**src/rtl/alu2_result_collector.sv**
```systemverilog
// alu2_result_collector: capture stage behind the 6-output ALU.
// Accepts results under valid/ready, buffers them in a small FIFO and replays them in order.
// It also keeps sticky OR flags of every accepted result.
// Optional MISR signature, enabled by defining ALU2_COLLECT_MISR_EN; otherwise sig reads 16'h0000.

module alu2_result_collector #(
  parameter int unsigned RES_W = 6,
  parameter int unsigned DEPTH = 4,
  parameter int unsigned CNT_W = 3
) (
  input  logic             clk,
  input  logic             rst_n,
  input  logic             clr,
  input  logic             in_valid,
  output logic             in_ready,
  input  logic [RES_W-1:0] in_res,
  output logic             out_valid,
  input  logic             out_ready,
  output logic [RES_W-1:0] out_res,
  output logic [CNT_W-1:0] count,
  output logic [RES_W-1:0] sticky,
  output logic [15:0]      sig
);

  localparam int unsigned PTR_W = $clog2(DEPTH);
  localparam logic [CNT_W-1:0] FullCnt = CNT_W'(DEPTH);
  localparam logic [CNT_W-1:0] OneCnt  = CNT_W'(1);

  typedef enum logic [1:0] {StEmpty, StPartial, StFull} state_e;

  state_e           state_q, state_d;
  logic [RES_W-1:0] mem_q [DEPTH];
  logic [PTR_W-1:0] wr_ptr_q, rd_ptr_q;
  logic [CNT_W-1:0] count_q, count_d;
  logic [RES_W-1:0] sticky_q;
  logic             push, pop;

  // Handshake flags come from registered state only; clr wins over both transfers.
  assign in_ready  = (state_q != StFull);
  assign out_valid = (state_q != StEmpty);
  assign push      = in_valid & in_ready & ~clr;
  assign pop       = out_valid & out_ready & ~clr;
  assign out_res   = mem_q[rd_ptr_q];
  assign count     = count_q;
  assign sticky    = sticky_q;

  // Occupancy next-state.
  always_comb begin
    count_d = count_q;
    if (clr) begin
      count_d = '0;
    end else if (push && !pop) begin
      count_d = count_q + OneCnt;
    end else if (pop && !push) begin
      count_d = count_q - OneCnt;
    end
  end

  // Fill-level FSM next-state, tracking count.
  always_comb begin
    state_d = state_q;
    if (clr) begin
      state_d = StEmpty;
    end else begin
      unique case (state_q)
        StEmpty: begin
          if (push) state_d = StPartial;
        end
        StPartial: begin
          if (push && !pop && (count_q == FullCnt - OneCnt)) begin
            state_d = StFull;
          end else if (pop && !push && (count_q == OneCnt)) begin
            state_d = StEmpty;
          end
        end
        StFull: begin
          if (pop) state_d = StPartial;
        end
        default: state_d = StEmpty;
      endcase
    end
  end

  // State, count and pointer registers; pointers wrap naturally since DEPTH is a power of two.
  always_ff @(posedge clk or negedge rst_n) begin
    if (!rst_n) begin
      state_q  <= StEmpty;
      count_q  <= '0;
      wr_ptr_q <= '0;
      rd_ptr_q <= '0;
    end else begin
      state_q <= state_d;
      count_q <= count_d;
      if (clr) begin
        wr_ptr_q <= '0;
        rd_ptr_q <= '0;
      end else begin
        if (push) wr_ptr_q <= wr_ptr_q + 1'b1;
        if (pop)  rd_ptr_q <= rd_ptr_q + 1'b1;
      end
    end
  end

  // Storage array; reset to zero so out_res reads 0 out of reset.
  always_ff @(posedge clk or negedge rst_n) begin
    if (!rst_n) begin
      for (int i = 0; i < int'(DEPTH); i++) mem_q[i] <= '0;
    end else if (push) begin
      mem_q[wr_ptr_q] <= in_res;
    end
  end

  // Sticky OR of every accepted result.
  always_ff @(posedge clk or negedge rst_n) begin
    if (!rst_n) begin
      sticky_q <= '0;
    end else if (clr) begin
      sticky_q <= '0;
    end else if (push) begin
      sticky_q <= sticky_q | in_res;
    end
  end

`ifdef ALU2_COLLECT_MISR_EN
  logic [15:0] sig_q;
  logic        fb;

  assign fb  = sig_q[15] ^ sig_q[14] ^ sig_q[12] ^ sig_q[3];
  assign sig = sig_q;

  // MISR folds each accepted result into the signature.
  always_ff @(posedge clk or negedge rst_n) begin
    if (!rst_n) begin
      sig_q <= 16'hFFFF;
    end else if (clr) begin
      sig_q <= 16'hFFFF;
    end else if (push) begin
      sig_q <= {sig_q[14:0], fb} ^ {{(16 - RES_W){1'b0}}, in_res};
    end
  end
`else
  assign sig = 16'h0000;
`endif

endmodule
```
**config.mk**
```make
export PLATFORM = sky130hd
export DESIGN_NAME = alu2_result_collector
export DESIGN_NICKNAME = d
export VERILOG_FILES = /design/src/rtl/alu2_result_collector.sv
export SDC_FILE = /design/constraint.sdc
export NUM_CORES = 1
export LEC_CHECK = 0
export ABC_AREA = 0
export CAP_MARGIN = 20
export CORE_MARGIN = 1
export CORE_UTILIZATION = 49
export DETAILED_ROUTE_END_ITERATION = 12
export PLACE_DENSITY = 0.78
export SLEW_MARGIN = 15
export SYNTH_ARGS = -nofsm -noshare
export SYNTH_HDL_FRONTEND = slang
export SYNTH_SLANG_ARGS = --single-unit
```
**constraint.sdc**
```tcl
create_clock -name clk -period 2.21 [get_ports clk]
set_input_delay 0.3315 -clock clk [delete_from_list [all_inputs] [get_ports clk]]
set_output_delay 0.3315 -clock clk [all_outputs]
set_load 0.005 [all_outputs]
```
==> metrics.txt <==
IO Pins 44; Cell Rows 22; Simple-Gate Fraction of Synth Area 0.06382; Netlist cell types 35; Mapped Area 0.002019 mm²; vias per cell 5.357; Cells after Synth 160; maximum clock frequency 469.0 MHz; DIE WIDTH 66.20 µm; Crit path arrival time 1.80 ns; GPL Wtd Cong 0.7433; crit-path leading delay family buffers and inverters; largest family of logic cells by synthesized area multiplexers; Final Non-Filler Cells 238; Worst-Margin Slew 0.8387 ns; Cell Int Power 1.459 mW; Synth Area in Compound Gates 0.06506; maxcap violations 0; Core Region 0.003799 mm²; clock buffer depth 2; Seq/Total Area, Yosys 0.4833; PD cells 840.0 mW/mm²; slowest CP cell mux4_2; Port-buffer cells 27; Hold Vio Cnt, Final 0; most frequent cells in the layout 39 x dfrtp_1, 26 x clkdlybuf4s50_1, 18 x mux2_2, 16 x conb_1, 11 x nor2_1; largest net degree at the start of global routing 40; Clock power frac 0.246; worst skew pair latency 0.29 ns; top_reg_cell synth dfrtp_1; nets 209; Post-CTS Hold Fix Bufs 0; HPWL Detailed 2703 µm; CTS H-Tree Depth 2; DR WL/cell 16.01 µm; skew final 0.006140 ns; crit end category output port; mux share of post-synthesis cell area 0.2169; nature of the critical path startpoint flip-flop; clk slew on worst S/H paths 0.08 ns; Routed WL 3811 µm; switching power share of the total 0.2627; Synth Area in XOR/XNOR 0.02602; endpoints failing setup 0; final worst path period share 0.9647; n_diodes 0; Inst Count DP 230; CP Class flip-flop to output port; slowest stage delay, CP 0.51 ns; Flop pwr share 0.487; Peak VDD IR 0.0003937 V; via count 1275; leading post-synthesis cells by cell area dfrtp_1 48%, mux2_2 10%, mux4_2 6.7%; NetSw 520.0 µW; setup TNS 0 ns; status completed; Synth area leader dfrtp_1; GRT Util Overall 0.2012; vias in the first global route 1290; first-pass GRT wire length 6182 µm; unrepaired setup endpoints after global routing false; number of max-slew violations in the final report 0; Root Buffer clkbuf_8; Synth warnings 0; Layout area overhead 16.67%; synthesized flop and latch total 39; worst endpoint required time 1.88 ns; adder-cell share of the synthesized area 0.04957; Setup Buffers After CTS 0; most common cell after layout, fill and taps aside dfrtp_1; CTS Buf Count 5; first drt pass iteration count 4; top cell type's share of synthesized area 0.4833; # DRC 0; die footprint 0.004382 mm²; grt total ovfl 0; Slew HR 0.4409; Filler cells 298; die height 66.20 µm; number of synthesized flops with an enable pin 0; Buf+Inv Stages, Crit Path 2; # clock sinks 39; Resized Gates After CTS 0; Starting Density 0.5316; layout cells sized above 1 0.2474; minimum clock period 2.132 ns; initial antenna violation count 0; CTS tree done; Hold Path Class input port to asynchronous set/reset pin; syn avg cell area 12.62 µm²; Routed Antenna Nets 0; Async S/R FF share, synth 1.000; CP Cell Sequence buf_4 > mux4_2 > clkdlybuf4s50_1; Leakage 1.055 nW; Crit Path Max Fanout 4; DRT iter0 DRCs 78; Logic pwr share 0.268
## sequential cells by signal, summed over array words and instances, names as in the netlist
signal,count
count,3
mem_q,24
rd_ptr_q,2
state_q,2
sticky,6
wr_ptr_q,2
## kinds of logic after synthesis
kind of cell,count (synthesis)
flops,39
mux,31
buf+inv,29
simple gates,25
compound gates,21
fa+ha+maj,8
xor+xnor,6
other cells,1
## cells in the mapped netlist, types with 2 or more instances
master,count
mux2_2,18
xnor2_1,5
buf_4,17
nand2_1,5
dfrtp_1,39
mux4_2,6
buf_6,2
inv_1,5
ha_1,8
nor2_1,11
a21oi_1,10
o21ai_0,3
mux2_4,6
clkbuf_1,3
a211oi_1,2
## stage by stage
| stage | hold WS (ns) | cell area [µm²] | total power [mW] | setup WS [ns] | util |
|---|---|---|---|---|---|
| 2_1_floorplan | 0.03591 | 2076 | 1.299 | 0.6560 | - |
| 3_3_place_gp | 0.4633 | 2261 | 1.474 | 0.3920 | 0.5952 |
| 3_5_place_dp | 0.4851 | 2261 | 1.507 | 0.3345 | 0.5952 |
| 4_1_cts | 0.1760 | 2349 | 1.994 | 0.01163 | 0.6182 |
| 5_1_grt | 0.2103 | 2356 | 2.104 | 0.009380 | 0.6202 |
| 6_report | 0.1415 | 2356 | 1.979 | 0.07802 | 0.6202 |
## worst paths after layout
check | endpoint | slack [ns] | start | cells after the start
min reg2reg | sticky[0] | 0.50 | sticky[0] | 2
max in group asynchronous | mem_q[13] | 1.54 | rst_n | 1
min | sticky[2] | 0.14 | rst_n | 1
min in group clk | sticky[0] | 0.50 | sticky[0] | 2
max reg2reg | mem_q[18] | 0.40 | state_q[0] | 4
max | out_res[5] | 0.08 | rd_ptr_q[0] | 3
## final cells by class
class / count / area (µm²) / area share
Multi-Input combinational cell: 107 / 910.9 / 0.3866
Clock inverter: 1 / 5.005 / 0.002124
Inverter: 5 / 18.77 / 0.007966
Timing Repair Buffer: 32 / 302.8 / 0.1285
Tap cell: 48 / 60.06 / 0.02549
Clock buffer: 6 / 82.58 / 0.03505
Sequential cell: 39 / 975.9 / 0.4142
## routing by layer
metal | GRT usage | part of all wire
met5 | 0 | 0
met1 | 0.2424 | 0.43
met4 | 0.07181 | 0.013
met2 | 0.3355 | 0.50
met3 | 0.06552 | 0.056
## power by group through the flow
stage          registers [mW]  logic, mW  clock network [mW]
6_report                0.964      0.530               0.486
5_1_grt                 0.979      0.583               0.541
4_1_cts                 0.963      0.534               0.497
3_5_place_dp            0.975      0.533                   0
3_3_place_gp            0.967      0.507                   0
2_1_floorplan           0.944      0.355                   0
Note: power is estimated with default switching activity, not from simulation.
